--- src/rtl/tcu_sched_if.sv ---
// Handshake/bus bundle between PSU, the timing control unit and QXU.
//  slave  : the scheduler's view (consumes PSU pushes, drives issues and status)
//  master : the environment's view (PSU + downstream consumer)
interface tcu_sched_if #(
  parameter int OPCODE_BW = 4,
  parameter int TIME_BW   = 8,
  parameter int CWD_BW    = 4,
  parameter int NUM_PQ    = 16,
  parameter int ADDR_BW   = 2
);
  logic                     flush;
  logic                     psu_valid;
  logic                     psu_ready;
  logic [OPCODE_BW-1:0]     opcode_in;
  logic [TIME_BW-1:0]       timing_in;
  logic [NUM_PQ*CWD_BW-1:0] cwdarray_in;
  logic                     out_ready;
  logic                     tcu_valid;
  logic [OPCODE_BW-1:0]     opcode_out;
  logic [NUM_PQ*CWD_BW-1:0] cwdarray_out;
  logic                     timebuf_full;
  logic                     timebuf_empty;
  logic [ADDR_BW:0]         num_item;
  logic                     late_flag;

  modport slave (
    input  flush, psu_valid, opcode_in, timing_in, cwdarray_in, out_ready,
    output psu_ready, tcu_valid, opcode_out, cwdarray_out,
           timebuf_full, timebuf_empty, num_item, late_flag
  );

  modport master (
    output flush, psu_valid, opcode_in, timing_in, cwdarray_in, out_ready,
    input  psu_ready, tcu_valid, opcode_out, cwdarray_out,
           timebuf_full, timebuf_empty, num_item, late_flag
  );
endinterface

--- src/rtl/tcu_sched_fifo.sv ---
// Timing control unit: show-ahead FIFO of {opcode, delay, codeword array}
// entries. The head is released when the inter-issue countdown has reached 1
// and the downstream consumer is ready.
//  clk  : clock
//  rst  : asynchronous active-high reset
//  bus  : tcu_sched_if.slave -- PSU push side, QXU issue side, flush,
//         occupancy (num_item/full/empty) and sticky late_flag
module tcu_sched_fifo #(
  parameter int OPCODE_BW = 4,
  parameter int TIME_BW   = 8,
  parameter int CWD_BW    = 4,
  parameter int NUM_PQ    = 16,
  parameter int ADDR_BW   = 2
) (
  input  logic         clk,
  input  logic         rst,
  tcu_sched_if.slave   bus
);
  localparam int DEPTH = 1 << ADDR_BW;

  typedef logic [NUM_PQ-1:0][CWD_BW-1:0] cwd_t;

  logic [OPCODE_BW-1:0] op_mem_q  [DEPTH];
  logic [TIME_BW-1:0]   tm_mem_q  [DEPTH];
  cwd_t                 cwd_mem_q [DEPTH];

  logic [ADDR_BW-1:0] wr_ptr_q, wr_ptr_d, rd_ptr_q, rd_ptr_d;
  logic [ADDR_BW:0]   cnt_q, cnt_d;
  logic [TIME_BW-1:0] timer_q, timer_d;
  logic               late_q, late_d;

  logic full, empty, timer_match, push, pop, stall;
  logic [TIME_BW-1:0] head_tm;
  cwd_t               head_cwd;

  assign full        = (cnt_q == (ADDR_BW+1)'(DEPTH));
  assign empty       = (cnt_q == '0);
  assign timer_match = (timer_q == TIME_BW'(1));
  assign head_tm     = tm_mem_q[rd_ptr_q];
  assign head_cwd    = cwd_mem_q[rd_ptr_q];

  // flush masks both sides of the FIFO for the cycle it is asserted
  assign pop   = ~bus.flush & timer_match & ~empty & bus.out_ready;
  assign stall = ~bus.flush & timer_match & ~empty & ~bus.out_ready;
  assign push  = ~bus.flush & bus.psu_valid & ~full;

  always_comb begin
    wr_ptr_d = wr_ptr_q;
    rd_ptr_d = rd_ptr_q;
    cnt_d    = cnt_q;
    timer_d  = timer_q;
    late_d   = late_q | stall;
    if (bus.flush) begin
      wr_ptr_d = '0;
      rd_ptr_d = '0;
      cnt_d    = '0;
      timer_d  = TIME_BW'(1);
      late_d   = 1'b0;
    end else begin
      if (push) wr_ptr_d = wr_ptr_q + 1'b1;
      if (pop)  rd_ptr_d = rd_ptr_q + 1'b1;
      case ({push, pop})
        2'b10:   cnt_d = cnt_q + 1'b1;
        2'b01:   cnt_d = cnt_q - 1'b1;
        default: cnt_d = cnt_q;
      endcase
      // load clamps to 1 so the timer can never underflow to 0
      if (pop)               timer_d = (head_tm == '0) ? TIME_BW'(1) : head_tm;
      else if (!timer_match) timer_d = timer_q - 1'b1;
      else                   timer_d = TIME_BW'(1);
    end
  end

  always_ff @(posedge clk or posedge rst) begin
    if (rst) begin
      wr_ptr_q <= '0;
      rd_ptr_q <= '0;
      cnt_q    <= '0;
      timer_q  <= TIME_BW'(1);
      late_q   <= 1'b0;
    end else begin
      wr_ptr_q <= wr_ptr_d;
      rd_ptr_q <= rd_ptr_d;
      cnt_q    <= cnt_d;
      timer_q  <= timer_d;
      late_q   <= late_d;
    end
  end

  // Storage is not reset; the head is masked while empty instead.
  always_ff @(posedge clk) begin
    if (push) begin
      op_mem_q[wr_ptr_q]  <= bus.opcode_in;
      tm_mem_q[wr_ptr_q]  <= bus.timing_in;
      cwd_mem_q[wr_ptr_q] <= cwd_t'(bus.cwdarray_in);
    end
  end

  assign bus.opcode_out = empty ? '0 : op_mem_q[rd_ptr_q];

  for (genvar l = 0; l < NUM_PQ; l++) begin : g_lane
    assign bus.cwdarray_out[l*CWD_BW +: CWD_BW] = empty ? '0 : head_cwd[l];
  end

  assign bus.tcu_valid     = pop;
  assign bus.psu_ready     = ~full;
  assign bus.timebuf_full  = full;
  assign bus.timebuf_empty = empty;
  assign bus.num_item      = cnt_q;
  assign bus.late_flag     = late_q;
endmodule

--- src/flat_wrapper.sv ---
// flat-port wrapper written by rule: the top's interface ports become plain ports
module tcu_sched_fifo_flat 
#(
  parameter int OPCODE_BW = 4,
  parameter int TIME_BW   = 8,
  parameter int CWD_BW    = 4,
  parameter int NUM_PQ    = 16,
  parameter int ADDR_BW   = 2
)
  (clk, rst, bus_flush, bus_psu_valid, bus_opcode_in, bus_timing_in, bus_cwdarray_in, bus_out_ready, bus_psu_ready, bus_tcu_valid, bus_opcode_out, bus_cwdarray_out, bus_timebuf_full, bus_timebuf_empty, bus_num_item, bus_late_flag);
  tcu_sched_if #(.OPCODE_BW(OPCODE_BW), .TIME_BW(TIME_BW), .CWD_BW(CWD_BW), .NUM_PQ(NUM_PQ), .ADDR_BW(ADDR_BW)) bus_i ();
  input  logic clk;
  input  logic rst;
  input wire logic [$bits(bus_i.flush)-1:0] bus_flush;
  input wire logic [$bits(bus_i.psu_valid)-1:0] bus_psu_valid;
  input wire logic [$bits(bus_i.opcode_in)-1:0] bus_opcode_in;
  input wire logic [$bits(bus_i.timing_in)-1:0] bus_timing_in;
  input wire logic [$bits(bus_i.cwdarray_in)-1:0] bus_cwdarray_in;
  input wire logic [$bits(bus_i.out_ready)-1:0] bus_out_ready;
  output wire logic [$bits(bus_i.psu_ready)-1:0] bus_psu_ready;
  output wire logic [$bits(bus_i.tcu_valid)-1:0] bus_tcu_valid;
  output wire logic [$bits(bus_i.opcode_out)-1:0] bus_opcode_out;
  output wire logic [$bits(bus_i.cwdarray_out)-1:0] bus_cwdarray_out;
  output wire logic [$bits(bus_i.timebuf_full)-1:0] bus_timebuf_full;
  output wire logic [$bits(bus_i.timebuf_empty)-1:0] bus_timebuf_empty;
  output wire logic [$bits(bus_i.num_item)-1:0] bus_num_item;
  output wire logic [$bits(bus_i.late_flag)-1:0] bus_late_flag;
  assign bus_i.flush = bus_flush;
  assign bus_i.psu_valid = bus_psu_valid;
  assign bus_i.opcode_in = bus_opcode_in;
  assign bus_i.timing_in = bus_timing_in;
  assign bus_i.cwdarray_in = bus_cwdarray_in;
  assign bus_i.out_ready = bus_out_ready;
  assign bus_psu_ready = bus_i.psu_ready;
  assign bus_tcu_valid = bus_i.tcu_valid;
  assign bus_opcode_out = bus_i.opcode_out;
  assign bus_cwdarray_out = bus_i.cwdarray_out;
  assign bus_timebuf_full = bus_i.timebuf_full;
  assign bus_timebuf_empty = bus_i.timebuf_empty;
  assign bus_num_item = bus_i.num_item;
  assign bus_late_flag = bus_i.late_flag;
  tcu_sched_fifo #(.OPCODE_BW(OPCODE_BW), .TIME_BW(TIME_BW), .CWD_BW(CWD_BW), .NUM_PQ(NUM_PQ), .ADDR_BW(ADDR_BW)) u_core (.clk(clk), .rst(rst), .bus(bus_i));
endmodule
--- config.mk ---
export PLATFORM = sky130hd
export DESIGN_NAME = tcu_sched_fifo_flat
export DESIGN_NICKNAME = d
export VERILOG_FILES = /design/src/rtl/tcu_sched_if.sv /design/src/rtl/tcu_sched_fifo.sv /design/src/flat_wrapper.sv
export SDC_FILE = /design/constraint.sdc
export NUM_CORES = 1
export LEC_CHECK = 0
export ABC_CLOCK_PERIOD_IN_PS = 4400
export CAP_MARGIN = 40
export CORE_MARGIN = 2
export CORE_UTILIZATION = 55
export DETAILED_ROUTE_END_ITERATION = 6
export PLACE_DENSITY = 0.79
export SLEW_MARGIN = 25
export SYNTH_ARGS = -nofsm -noshare
export SYNTH_HDL_FRONTEND = slang
export SYNTH_SLANG_ARGS = --single-unit
export TNS_END_PERCENT = 1
--- constraint.sdc ---
create_clock -name clk -period 4.4 [get_ports clk]
set_input_delay 1.1 -clock clk [delete_from_list [all_inputs] [get_ports clk]]
set_output_delay 1.1 -clock clk [all_outputs]
set_load 0.02 [all_outputs]
# Word level (Yosys, flattened, before mapping)
# Memories as Yosys holds them, arrays and structs flattened.
# Index checks and enable logic that the tools add are counted.
[op_classes]
n_addsub = 5
n_mul = 0
n_div = 0
n_lt_le_gt_ge = 0
eq_ne = 4
shifts = 0
muxes = 30
bitwise_logic = 11
reduce_logical = 5
[op_table]
columns = ["operator", "n"]
rows = [
  ["two-way mux 4 bit", 17],
  ["two-way mux 8 bit", 4],
  ["== test 8 x 1 -> 1 bit, second input constant", 1],
  ["logical NOT 8 bit", 1],
  ["two-way mux 2 bit", 4],
  ["subtractor 8 x 1 -> 8 bit, second input constant", 1],
  ["AND 1 bit", 6],
  ["one-hot mux 3 bit (2 select lines)", 1],
  ["adder 2 x 1 -> 2 bit, second input constant", 2],
  ["NOT 1 bit", 4],
  ["nonzero test 2 bit", 2],
  ["adder 3 x 1 -> 3 bit, second input constant", 1],
  ["== test 3 bit, second input constant", 1],
  ["logical NOT 3 bit", 1],
  ["two-way mux 1 bit", 3],
  ["two-way mux 3 bit", 1],
  ["nonzero test 3 bit", 1],
  ["subtractor 3 x 1 -> 3 bit, second input constant", 1],
  ["== test 2 x 1 -> 1 bit, second input constant", 1],
  ["== test 2 bit, second input constant", 1],
  ["OR 1 bit", 1],
]
[totals]
ff_bits = 16
latchBits = 0
mem_bits_rw = 304
romBits = 0
input_bits = 81
output_inout_bits = 76
elab_cells = 63
n_memories = 3
[mem_list]
columns = ["name", "words", "width", "rd", "rd_clocked_by_memory_dff", "wr", "line", "text"]
rows = [
  ["u_core.cwd_mem_q", 4, 64, 1, 0, 1, "tcu_sched_fifo.sv:25", "cwd_t cwd_mem_q [DEPTH];"],
  ["u_core.tm_mem_q", 4, 8, 1, 0, 1, "tcu_sched_fifo.sv:24", "logic [TIME_BW-1:0] tm_mem_q [DEPTH];"],
  ["u_core.op_mem_q", 4, 4, 1, 0, 1, "tcu_sched_fifo.sv:23", "logic [OPCODE_BW-1:0] op_mem_q [DEPTH];"],
]

# Depth between registers and ports, before layout
[depth]
ltp_word = 7
ltp_mapped = 9
mapped_depth_nobuf = 9

# Least setup slack after synthesis
# Ideal clock, no wire load.
[synth_path]
path_type = "input to register"
from = "in bus_flush"
to = "mem u_core.cwd_mem_q[0][0] in the netlist's numbering, enable pin"
setup_ns = 0.443
arrival_ns = 3.282
t_required_ns = 3.957
slack_ns = 0.675
cell_stages = 3
path_buffers = 1
path_cell_list = "clkbuf_1 -> nor2_1 -> and2_1"
[synth_via]
elab_chain_cells = 5
[synth_lines]
columns = ["item", "line", "text"]
rows = [
  ["start: declaration", "flat_wrapper.sv:14", "input wire logic [$bits(bus_i.flush)-1:0] bus_flush;"],
  ["NOT 1 bit", "tcu_sched_fifo.sv:45", "assign push = ~bus.flush & bus.psu_valid & ~full;"],
  ["AND 1 bit (2 in series)", "tcu_sched_fifo.sv:45", ""],
  ["two-way mux 1 bit", "tcu_sched_fifo.sv:92", "if (push) begin"],
  ["two-way mux 1 bit (not written as such)", "tcu_sched_fifo.sv:95", "cwd_mem_q[wr_ptr_q] <= cwd_t'(bus.cwdarray_in);"],
  ["end: declaration", "tcu_sched_fifo.sv:25", ""],
]
# Every way passes these cells.

# Worst setup path after layout
[layout_path]
from = "reg u_core.rd_ptr_q[0]"
to = "out bus_cwdarray_out[40]"
[layout_via]
elab_chain_cells = 2
[layout_lines]
columns = ["item", "line", "text"]
rows = [
  ["start: declaration", "tcu_sched_fifo.sv:27", "logic [ADDR_BW-1:0] wr_ptr_q, wr_ptr_d, rd_ptr_q, rd_ptr_d;"],
  ["start signal: assignment", "tcu_sched_fifo.sv:83", "rd_ptr_q <= rd_ptr_d;"],
  ["memory read (4 x 64 bit)", "-", ""],
  ["two-way mux 4 bit", "tcu_sched_fifo.sv:102", "assign bus.cwdarray_out[l*CWD_BW +: CWD_BW] = empty ? '0 : head_cwd[l];"],
  ["end: declaration", "flat_wrapper.sv:23", "output wire logic [$bits(bus_i.cwdarray_out)-1:0] bus_cwdarray_out;"],
]
# Every way passes these cells.

==> flow_summary.json <==
{
  "outcome": "finished, final reports clean",
  "required_ns": 3.30,
  "fp-row-count": 54,
  "r2r_cells": 7,
  "max_clock_buf_depth": 3,
  "max_slew.worst_pin.slew_ns": 0.6286,
  "cts_setup_buffers": 0,
  "synth_cells": 584,
  "worstSetupStartpointType": "register",
  "antenna_found_initial": 3,
  "cts_tree": "done",
  "start_util_pct": 56.54,
  "cts-buffers-inserted": 31,
  "routed_wl_um": 23310,
  "synth_seq_cells": 320,
  "crit_path_max_fanout": 26,
  "seq_area_frac_synth_pct": 76.76,
  "worst_ir_drop_vdd_mv": 0.4296,
  "synth.largest_area_cell": "edfxtp_1",
  "setup.worst_path.class": "register to output port",
  "yosysWarnings": 0,
  "global_route_wire_length_before_repair_um": 36730,
  "first_iter_violations": 451,
  "final_design_area_no_fill_um2": 15520,
  "clk_pin_slew_ns": 0.06,
  "finalWorstSetupSlack_ns": 0.3877,
  "power.density_cell_area_nw_per_um2": 549.7,
  "routed_wire_length_per_instance_um": 21.85,
  "timing.fmax_mhz": 249.2,
  "worst_r2r_startpoint": "u_core.bus.num_item[2]",
  "synthDominantCellAreaShare_pct": 73.53,
  "busiest_layer_in_global_routing": "met2",
  "first_pass_iters": 4,
  "place_worst_setup_slack_ns": 0.4916,
  "syn_to_final_growth_pct": 24.97,
  "seq_area_um2": 9538,
  "synth.area.top_cells": "edfxtp_1 (74%), mux4_2 (14%), and2_1 (3.6%)",
  "slew_viol_final": 0,
  "timing.critical_path.slowest_stage_cell": "dfrtp_4",
  "critPathCaptureType": "output port",
  "vias": 6147,
  "post_cts.resized_instances": 0,
  "ctsHoldBuffers": 0,
  "place.port_buffers": 156,
  "crit_chain": "buf_4 > mux4_2 > and2_1 > clkdlybuf4s50_1",
  "holdPathEnd": "u_core.bus.late_flag",
  "dpl-instance-area_um2": 14440,
  "mostFrequentLayoutCells": "edfxtp_1 (304), clkdlybuf4s50_1 (156), mux4_2 (76)",
  "static-leakage-power_uw": 0.005051,
  "met3_demand_to_capacity_share_in_global_routing_pct": 4.707,
  "grt_pass1_vias": 6701,
  "drt-vias-per-instance": 5.761,
  "timing.final.crit_share_pct": 91.19,
  "syn_nets": 672,
  "yosysUniqueCellTypes": 42,
  "critPathMaxStageDelay_ns": 0.81,
  "max_slew_margin_pct": 58.05,
  "synth_area_per_cell_um2": 21.26,
  "hold_ws_ns": 0.5360,
  "fin_setup_tns_ns": 0,
  "total_power_uw": 8529,
  "crit_arrival_ns": 2.91,
  "multi_input_area_um2": 2738,
  "timing.final.setup_violations": 0,
  "h-tree-depth": 1,
  "r2r_end": "u_core.bus.num_item[2]",
  "cts.root.buffer_cell": "clkbuf_16",
  "fin_crit_ns": 4.012,
  "synthesis.area_um2": 12420,
  "drc": 0,
  "ant_nets": 0,
  "clock_latency_reported_for_the_late_side_of_the_worst_skew_pair_ns": 0.56,
  "nets": 849,
  "hp-start": "u_core.bus.late_flag",
  "grt_usage_pct": 19.98,
  "core-area_um2": 21960,
  "io-pin-count": 157,
  "final-hold-violation-count": 0,
  "gr-total-overflow": 0,
  "min_delay_path_depth": 2,
  "grt_setup_unrepaired": "false",
  "chipHeight_um": 154.2,
  "layout.cells.most_common": "edfxtp_1",
  "max_cap_violations": 0,
  "nFillCells": 1324,
  "grt_use_met2_pct": 33.87,
  "grtUsageMet1_pct": 26.98,
  "hpwlAfterDp_um": 14410,
  "clock_sinks": 320,
  "die_w_um": 154.2,
  "timing.clock.skew_ns": 0.02249,
  "layout-drive-gt1-share_pct": 19.75,
  "hold_path_class": "register to register",
  "grt_max_degree": 59,
  "globalplace.congestion": 0.7346,
  "setup_slack_of_the_worst_register_to_register_path_ns": 1.73,
  "dieArea_um2": 23790
}
[power by group]
group          leakage (µW)  total, µW  switching [µW]  internal (µW)
Sequential          0.00297       3650             125           3520
Clock              0.000531       2710            1060           1650
Combinational       0.00155       2170            1130           1040
Total               0.00505       8530            2310           6220
[flip-flops by register name, summed over array words and instances, names as in the netlist]
register,cells
u_core.bus.late_flag,1
u_core.cwd_mem_q,256
u_core.timer_q,8
u_core.tm_mem_q,32
u_core.rd_ptr_q,2
u_core.wr_ptr_q,2
u_core.op_mem_q,16
u_core.bus.num_item,3
[how the worst max path moves through the flow]
stage | startpoint | endpoint | slack [ns] | cells past startpoint
5_1_grt | u_core.rd_ptr_q[0] | bus_cwdarray_out[40] | 0.20 | 4
3_5_place_dp | bus_out_ready | bus_tcu_valid | 0.49 | 5
6_report | u_core.rd_ptr_q[0] | bus_cwdarray_out[40] | 0.39 | 4
2_1_floorplan | bus_flush | u_core.cwd_mem_q[0][0] | 0.68 | 3
3_3_place_gp | bus_out_ready | bus_tcu_valid | 0.49 | 5
4_1_cts | u_core.rd_ptr_q[0] | bus_cwdarray_out[30] | 0.30 | 4
[stage by stage]
step	instances	util (%)
floorplan	584	-
global placement	1007	65.64
detailed placement	1008	65.77
CTS	1065	70.64
global route	1066	70.65
finish	1067	70.66
[area by class of cell]
type,instances,area share [%]
sequential,320,61.47
multi-input combinational,227,17.64
timing repair buffer,172,11.45
clock buffer,40,5.475
tap,280,2.258
clock inverter,17,1.419
inverter,9,0.2500
antenna,2,0.03226
[logic make-up (layout without fill, tap and decap cells)]
group           Yosys count  after routing  share of synthesized area, %
flops                   320            320                         76.76
simple gates            115            115                         5.623
mux                      82             82                         14.29
buf+inv                  37            238                         1.280
compound gates           18             18                        0.9272
fa+ha+maj                 7              7                        0.7659
xor+xnor                  5              5                        0.3528
other cells               0              2                             0
[Yosys cell counts (all sizes together)]
cell type,number
a21o,1
xor2,2
a211oi,1
nand3,1
and2,72
nor3b,3
mux2i,4
ha,6
dfrtp,15
o21ai,2
clkbuf,14
or3,2
mux4,76
a22oi,3
fa,1
mux2,2
or4,1
edfxtp,304
dfstp,1
a21oi,7
o21a,1
buf,14
nand4,2
xnor2,3
nor4,2
a31oi,1
nor3,3
and3,1
nor2,14
nor2b,3
inv,9
nand2,9
a221o,1
o31ai,1
nand2b,2
[critical path: cells and delay by family (launching register included)]
kind,cells,cell delay (ns)
simple gates,1,0.17
flops,1,0.81
mux,1,0.52
buf+inv,2,0.86
[routing by layer]
layer	routed length, µm	up-vias
met4	460	2
met5	13	-
met3	1614	46
met1	9586	3186
met2	11640	194
li1	-	2719
(Power assumes the default switching activity.)
